`src/rtl/rf_arb_pkg.sv`:
```
`default_nettype none
// ============================================================================
// Module      : rf_arb_pkg
// Description : Shared constants and types for the register-file write
//               arbiter (widths, zero register, requester id, write entry).
// Revision    : 1.0 - initial release
// ============================================================================
package rf_arb_pkg;

  localparam int REG_W  = 4;
  localparam int DATA_W = 16;

  // Writes to this register are architecturally discarded.
  localparam int unsigned ZERO_REG = 0;

  typedef enum logic [0:0] {
    REQ_A = 1'b0,
    REQ_B = 1'b1
  } req_id_t;

  typedef struct packed {
    logic [REG_W-1:0]  dst;
    logic [DATA_W-1:0] data;
  } wr_entry_t;

endpackage : rf_arb_pkg
`default_nettype wire

```
`src/rtl/rf_wr_slot.sv`:
```
`default_nettype none
// ============================================================================
// Module      : rf_wr_slot
// Description : One-entry write holding slot. A load and a grant in the same
//               cycle keeps the slot full with the new entry.
// Revision    : 1.0 - initial release
// ============================================================================
module rf_wr_slot
  import rf_arb_pkg::*;
#(
  parameter int REG_W  = rf_arb_pkg::REG_W,
  parameter int DATA_W = rf_arb_pkg::DATA_W
) (
  input  logic              clk,
  input  logic              rst,
  input  logic              i_load,
  input  logic              i_clear,
  input  logic [REG_W-1:0]  i_reg,
  input  logic [DATA_W-1:0] i_data,
  output logic              o_full,
  output logic [REG_W-1:0]  o_reg,
  output logic [DATA_W-1:0] o_data
);

  logic              r_full;
  logic [REG_W-1:0]  r_reg;
  logic [DATA_W-1:0] r_data;

  // Load has priority over the grant-clear so refill-on-grant keeps the slot full.
  always_ff @(posedge clk or posedge rst) begin
    if (rst) begin
      r_full <= 1'b0;
      r_reg  <= '0;
      r_data <= '0;
    end else if (i_load) begin
      r_full <= 1'b1;
      r_reg  <= i_reg;
      r_data <= i_data;
    end else if (i_clear) begin
      r_full <= 1'b0;
    end
  end

  assign o_full = r_full;
  assign o_reg  = r_reg;
  assign o_data = r_data;

endmodule : rf_wr_slot
`default_nettype wire

```
`src/rtl/rf_write_arbiter.sv`:
```
`default_nettype none
// ============================================================================
// Module      : rf_write_arbiter
// Description : Shares the register file write port between the WB stage (A)
//               and a multi-cycle source (B). Each requester has a one-entry
//               slot; one slot per cycle is granted into a registered write
//               stage. Exports a per-register busy mask for hazard checks.
//               Optional macro RF_ARB_STARVE_GUARD_EN adds a starvation
//               counter that forces a B grant after STARVE_LIMIT denials.
// Revision    : 1.0 - initial release
// ============================================================================
module rf_write_arbiter
  import rf_arb_pkg::*;
#(
  parameter int DATA_W       = rf_arb_pkg::DATA_W,
  parameter int REG_W        = rf_arb_pkg::REG_W,
  parameter int STARVE_LIMIT = 4
) (
  input  logic                clk,
  input  logic                rst,
  input  logic                a_valid,
  output logic                a_ready,
  input  logic [REG_W-1:0]    a_reg,
  input  logic [DATA_W-1:0]   a_data,
  input  logic                b_valid,
  output logic                b_ready,
  input  logic [REG_W-1:0]    b_reg,
  input  logic [DATA_W-1:0]   b_data,
  output logic                WriteReg,
  output logic [REG_W-1:0]    DstReg,
  output logic [DATA_W-1:0]   DstData,
  output logic [2**REG_W-1:0] busy_mask
);

  localparam logic [REG_W-1:0] c_zeroReg = REG_W'(ZERO_REG);

  logic              w_aFull, w_bFull;
  logic [REG_W-1:0]  w_aReg, w_bReg;
  logic [DATA_W-1:0] w_aData, w_bData;
  logic              w_aLoad, w_bLoad;
  logic              w_grantA, w_grantB, w_grantValid;
  req_id_t           w_grantId;
  logic [REG_W-1:0]  w_grantReg;
  logic [DATA_W-1:0] w_grantData;
  logic              w_bStarved;
  logic              r_bOlder;
  logic              r_writeReg;
  logic [REG_W-1:0]  r_dstReg;
  logic [DATA_W-1:0] r_dstData;
  logic [2**REG_W-1:0] w_busyMask;

  assign a_ready = !w_aFull || w_grantA;
  assign b_ready = !w_bFull || w_grantB;
  assign w_aLoad = a_valid && a_ready;
  assign w_bLoad = b_valid && b_ready;

  rf_wr_slot #(.REG_W(REG_W), .DATA_W(DATA_W)) u_slotA (
    .clk     (clk),
    .rst     (rst),
    .i_load  (w_aLoad),
    .i_clear (w_grantA),
    .i_reg   (a_reg),
    .i_data  (a_data),
    .o_full  (w_aFull),
    .o_reg   (w_aReg),
    .o_data  (w_aData)
  );

  rf_wr_slot #(.REG_W(REG_W), .DATA_W(DATA_W)) u_slotB (
    .clk     (clk),
    .rst     (rst),
    .i_load  (w_bLoad),
    .i_clear (w_grantB),
    .i_reg   (b_reg),
    .i_data  (b_data),
    .o_full  (w_bFull),
    .o_reg   (w_bReg),
    .o_data  (w_bData)
  );

`ifdef RF_ARB_STARVE_GUARD_EN
  localparam int c_cntW = $clog2(STARVE_LIMIT + 1);
  logic [c_cntW-1:0] r_starveCnt;

  // Count cycles B waits while full; saturate at the limit, clear on a B grant.
  always_ff @(posedge clk or posedge rst) begin
    if (rst) begin
      r_starveCnt <= '0;
    end else if (w_grantB) begin
      r_starveCnt <= '0;
    end else if (w_bFull && (r_starveCnt != c_cntW'(STARVE_LIMIT))) begin
      r_starveCnt <= r_starveCnt + c_cntW'(1);
    end
  end

  assign w_bStarved = (r_starveCnt == c_cntW'(STARVE_LIMIT));
`else
  // Without the guard B is never forced ahead of A (constant false).
  assign w_bStarved = (STARVE_LIMIT < 0);
`endif

  // Pick one full slot: same register goes to the older entry, else A unless B is starved.
  always_comb begin
    w_grantValid = w_aFull || w_bFull;
    w_grantId    = REQ_A;
    if (w_aFull && w_bFull) begin
      if (w_aReg == w_bReg) begin
        w_grantId = r_bOlder ? REQ_B : REQ_A;
      end else if (w_bStarved) begin
        w_grantId = REQ_B;
      end
    end else if (w_bFull) begin
      w_grantId = REQ_B;
    end
  end

  assign w_grantA    = w_grantValid && (w_grantId == REQ_A);
  assign w_grantB    = w_grantValid && (w_grantId == REQ_B);
  assign w_grantReg  = (w_grantId == REQ_B) ? w_bReg  : w_aReg;
  assign w_grantData = (w_grantId == REQ_B) ? w_bData : w_aData;

  // Track which slot holds the older entry; a fill beside a waiting entry is younger.
  always_ff @(posedge clk or posedge rst) begin
    if (rst) begin
      r_bOlder <= 1'b0;
    end else if (w_aLoad && w_bLoad) begin
      r_bOlder <= 1'b0;
    end else if (w_aLoad && w_bFull && !w_grantB) begin
      r_bOlder <= 1'b1;
    end else if (w_bLoad && w_aFull && !w_grantA) begin
      r_bOlder <= 1'b0;
    end
  end

  // Register the granted entry; writes to the zero register never raise WriteReg.
  always_ff @(posedge clk or posedge rst) begin
    if (rst) begin
      r_writeReg <= 1'b0;
      r_dstReg   <= '0;
      r_dstData  <= '0;
    end else if (w_grantValid) begin
      r_writeReg <= (w_grantReg != c_zeroReg);
      r_dstReg   <= w_grantReg;
      r_dstData  <= w_grantData;
    end else begin
      r_writeReg <= 1'b0;
    end
  end

  // Busy bits for every register with a write in a slot or in the write stage.
  always_comb begin
    w_busyMask = '0;
    if (w_aFull && (w_aReg != c_zeroReg)) w_busyMask[w_aReg] = 1'b1;
    if (w_bFull && (w_bReg != c_zeroReg)) w_busyMask[w_bReg] = 1'b1;
    if (r_writeReg) w_busyMask[r_dstReg] = 1'b1;
  end

  assign WriteReg  = r_writeReg;
  assign DstReg    = r_dstReg;
  assign DstData   = r_dstData;
  assign busy_mask = w_busyMask;

endmodule : rf_write_arbiter
`default_nettype wire

```
`config.mk`:
```
export PLATFORM = sky130hd
export DESIGN_NAME = rf_write_arbiter
export DESIGN_NICKNAME = d
export VERILOG_FILES = /design/src/rtl/rf_arb_pkg.sv /design/src/rtl/rf_wr_slot.sv /design/src/rtl/rf_write_arbiter.sv
export SDC_FILE = /design/constraint.sdc
export NUM_CORES = 1
export LEC_CHECK = 0
export CAP_MARGIN = 20
export CORE_MARGIN = 2
export CORE_UTILIZATION = 28
export CTS_BUF_LIST = sky130_fd_sc_hd__clkbuf_8 sky130_fd_sc_hd__clkbuf_16
export DETAILED_ROUTE_END_ITERATION = 10
export SYNTH_ARGS = -nofsm -noshare
export SYNTH_HDL_FRONTEND = slang
export SYNTH_SLANG_ARGS = --single-unit
```
`constraint.sdc`:
```
create_clock -name clk -period 2.55 [get_ports clk]
set_input_delay 0.51 -clock clk [delete_from_list [all_inputs] [get_ports clk]]
set_output_delay 0.51 -clock clk [all_outputs]
set_load 0.1 [all_outputs]
```
---- Word-level counts from Yosys, hierarchy flattened ----
Cells that the tools add are included.
storage, ports and cells
  output and inout bits ................... 39
  input port bits ......................... 44
  register bits ........................... 64
operators by class
  $lt $le $gt $ge ......................... 6
  multiplexer cells ....................... 23
  eq/ne operators ......................... 1
  reductions and logical operators ........ 28
  bitwise operators ....................... 3
operators by type and width
  cell                  count
  $mux W16              4
  $or A16 B16 Y16       2
  $logic_and A1 B1 Y1   15
  $lt A4 B5 Y1 const B  3
  $mux W1               15
  $demux W1 S4          3
  $ge A4 B1 Y1 const B  3
  $reduce_bool A4 Y1    3
  $eq A4 B4 Y1          1
  $logic_not A1 Y1      4
  $mux W4               1
  $reduce_bool A2 Y1    2
  $logic_or A1 B1 Y1    3
  $reduce_bool A3 Y1    1
  $not A1 Y1            1

---- Depth between registers and ports, before layout ----
  depth after elaboration ................. 11
  depth in mapped cells ................... 7
  mapped depth without buffers ............ 4

---- Hierarchy ----
A second synthesis with hierarchy kept.
unflattened totals
  cell total of the unflattened synthesis .. 286
  area, all modules ....................... 3,415.8 um^2
by module, submodules not included
  module            cells an instance  sequential area each (um^2)  area each (um^2)  instances
  rf_wr_slot        46                 525.5                        859.6             2
  rf_write_arbiter  194                550.5                        1,696.6           1

---- Worst setup path after synthesis ----
Ideal clock, no wire load.
  kind .................................... flip-flop to output port
  start ................................... register u_slotA.r_reg[1], in the netlist u_slotA.o_reg[1]
  end ..................................... output b_ready
  cell stages (with the launch flop) ...... 5
  buffers on the path ..................... 1
  data required time ...................... 2.040 ns
  slack ................................... -1.042 ns
  data arrival time ....................... 3.082 ns
  cell sequence ........................... dfrtp_1 > buf_2 > xnor2_1 > nand3_2 > o21ai_0
between the ends
  longest elaborated chain between the ends .. 5
RTL lines
  what                    RTL line                 text
  start, declared         rf_wr_slot.sv:26         logic [REG_W-1:0] r_reg;
  start signal, assigned  rf_wr_slot.sv:37         r_reg <= i_reg;
  $eq A4 B4 Y1            rf_write_arbiter.sv:107  if (w_aReg == w_bReg) begin
  $mux W1                 rf_write_arbiter.sv:107
  $mux W1                 rf_write_arbiter.sv:106  if (w_aFull && w_bFull) begin
  $logic_and A1 B1 Y1     rf_write_arbiter.sv:118  assign w_grantB = w_grantValid && (w_grantId == REQ_B);
  $logic_or A1 B1 Y1      rf_write_arbiter.sv:53   assign b_ready = !w_bFull || w_grantB;
  end, declared           rf_write_arbiter.sv:26   output logic b_ready,
Every way passes these cells.

---- Worst setup path in the final report ----
  start ................................... register u_slotB.r_full, in the netlist u_slotB.o_full
  end ..................................... output busy_mask[14]
between the ends
  longest elaborated chain between the ends .. 4
RTL lines
  what                       RTL line                 text
  start, declared            rf_wr_slot.sv:25         logic r_full;
  start signal, assigned     rf_wr_slot.sv:32         r_full <= 1'b0;
  start signal, assigned     rf_wr_slot.sv:36         r_full <= 1'b1;
  start signal, assigned     rf_wr_slot.sv:40         r_full <= 1'b0;
  $logic_and A1 B1 Y1 *      rf_write_arbiter.sv:154  if (w_bFull && (w_bReg != c_zeroReg)) w_busyMask[w_bReg] = 1'b1;
  $mux W16 *                 rf_write_arbiter.sv:154
  $or A16 B16 Y16 (no line)  --
  $mux W16 *                 rf_write_arbiter.sv:155  if (r_writeReg) w_busyMask[r_dstReg] = 1'b1;
  end, declared              rf_write_arbiter.sv:32   output logic [2**REG_W-1:0] busy_mask
Mark *: on every way between the ends. The rest lies on a longest branch, timed or not.

==> run_results.csv <==
group,metric,value,unit
pwr,vdd_drop_max,0.398,mV
floorplanning,row_count,42,
pwr,power.leakage,0.00219,µW
logic_synthesis,syn-cell-area,0.00371,mm²
logic_synthesis,yosysTopAreaCell,"dfrtp_1",
floorplanning,core_area,0.0131,mm²
logic_synthesis,async_reset_ff_share,100,%
hold_path,min_path_cells,1,
drt,drt_wl_total,10900,µm
sta,maxSlewHeadroom,56.6,%
drt,drt_drc_violations_left,0,
global_routing,grt_use_total,15.6,%
finish,layout_common_cells,"nand2_1 (85), dfrtp_1 (60), clkdlybuf4s50_1 (43), buf_4 (35), o22ai_1 (27)",
job,cap_violations,0,
global_routing,grt_max_degree,43,
clock_tree,clkLatencyLatePin,330,ps
worst_setup_path,worstPathMaxFanout,7,
sta,setup_viol,0,
clock_tree,clock_sinks,64,
drt,drt_iter0_drc,385,
sta,fin_setup_tns,0,ps
hold_path,min_path_type,"reg2reg",
finish,fin_nets,533,
logic_synthesis,ys_types,36,
clock_tree,path_clk_slew,50,ps
placement,placedCellCount,654,
global_routing,overflow,0,
placement,post-place-ws,363,ps
clock_tree,cts_hold_buf,0,
worst_setup_path,critical_path_class,"reg2out",
global_routing,grt_pass1_vias,3423,
logic_synthesis,ys_ff_latch,64,
sta,worstMarginPinSlew,649,ps
sta,maxSlewViolCount,0,
sta,hold_viol,0,
clock_tree,cts-htree-levels,3,
drt,num_vias,3484,
logic_synthesis,yosysWarnings,0,
worst_setup_path,rr_worst_depth,6,
floorplanning,die_w,119,µm
sta,hold_ws,493,ps
clock_tree,cts_made_buffers,9,
logic_synthesis,synth-edff-count,0,
logic_synthesis,ys_seq_area_share,43.2,%
logic_synthesis,netlist.area_leader.share,43.2,%
floorplanning,die_h,119,µm
drt,drtPass1Iterations,5,
drt,detail-route-antenna-nets,0,
sta,period_share,94.7,%
worst_setup_path,worstPathRequired,2040,ps
worst_setup_path,startpoint_type,"register",
clock_tree,clock-root-buffer,"clkbuf_16",
pwr,cellPowerDensity,1090,mW/mm²
floorplanning,io_pins,83,
global_routing,antenna_found_initial,0,
clock_tree,cts_tree,"built",
sta,setup_slack,134,ps
finish,n_antenna_cell,0,
placement,dp_hpwl,7730,µm
worst_setup_path,crit_arrival,1910,ps
status,status,"completed",
sta,finClkSkew,8.64,ps
drt,viasPerCell,5.20,
placement,gp_congestion,0.788,
logic_synthesis,synthFlopType,"dfrtp_1",
global_routing,grt_pass1_wl,17800,µm
logic_synthesis,syn_avg_cell_area,8.91,µm²
finish,final_cells,670,
sta,rsz0062_at_grt,"false",
placement,port_buffers,82,
clock_tree,cts_buffer_depth,2,
finish,layout_commonest_cell,"nand2_1",
sta,min_period,2420,ps
sta,fmax,0.414,GHz
worst_setup_path,timing.critical_path.to_type,"output pin",
finish,syn_to_final_growth,38.6,%
floorplanning,dieArea,0.0142,mm²
finish,layout-drive-gt1-share,18.2,%
logic_synthesis,synth_nets,460,
drt,wl_per_cell,16.3,µm
floorplanning,start_util,28.3,%
logic_synthesis,syn_inst,416,
logic_synthesis,synth.area.top_cells,"dfrtp_1 (43%), nand2_1 (8.7%), mux2_1 (6.1%)",
## final timing paths
path,slack [ps],end,start
setup / recovery,130,busy_mask[14],u_slotB.o_full
hold / removal,490,u_slotA.o_data[15],u_slotA.o_data[15]
setup reg to reg,490,u_slotA.o_data[8],u_slotB.o_reg[3]
hold reg to reg,490,u_slotA.o_data[15],u_slotA.o_data[15]
max in group asynchronous,1470,u_slotA.o_data[4],rst
min in group asynchronous,500,u_slotA.o_data[8],rst
## repair_timing
item                                   CTS  global route
resized for setup                        0             3
buffers inserted                         0             0
endpoints found under the hold margin    0             0
setup endpoints to repair                0             7
## stage by stage
stage	total power (µW)	area, µm²	utilization, %
after CTS	5630	5120	39.1
final	5610	5140	39.3
after floorplan	3670	3720	-
after detailed placement	4530	4850	37.1
after global placement	4480	4850	37.1
after global routing	5900	5140	39.3
## layer usage
layer	vias up	track usage, %	wire length [µm]
met4	0	4.69	162
met1	1684	21.7	5060
met3	12	3.83	694
met2	118	24.2	5010
li1	1670	-	-
met5	-	0	0
## cells by family after synthesis
family	share of synthesized area (%)
multiplexers	9.59
buffers and inverters	6.95
XOR/XNOR	0.945
flip-flops	43.2
AND/OR/NAND/NOR	17.2
AO/OA/AOI/OAI	22.1
## synth_stat cells (all sizes together) (13+ instances only)
| cell | instances |
|---|---|
| nor3 | 23 |
| a21oi | 22 |
| o311ai | 20 |
| mux2i | 13 |
| o22ai | 27 |
| clkbuf | 21 |
| dfrtp | 64 |
| nand2 | 86 |
| mux2 | 20 |
| buf | 14 |
| inv | 23 |
## worst max-delay path, stage by stage (launching register included)
cell      delay [ps]
dfrtp_1          510
clkinv_1         210
nor3_2           370
a32oi_1          160
nand2_1          140
buf_12           180
## layout make-up
| type | count | area (µm²) |
|---|---|---|
| fillers | 1296 | 7950 |
| multi-input cells | 293 | 1880 |
| flip-flops and latches | 64 | 1610 |
| repair buffers | 97 | 1070 |
| clock buffers | 10 | 239 |
| well taps | 176 | 220 |
| inverters | 24 | 90.1 |
| clock inverters | 6 | 28.8 |
## where the power goes
part	switching (µW)	internal, µW
clock	417	668
combinational	2020	919
sequential	301	1290
Note: power is estimated with default switching activity, not from simulation.
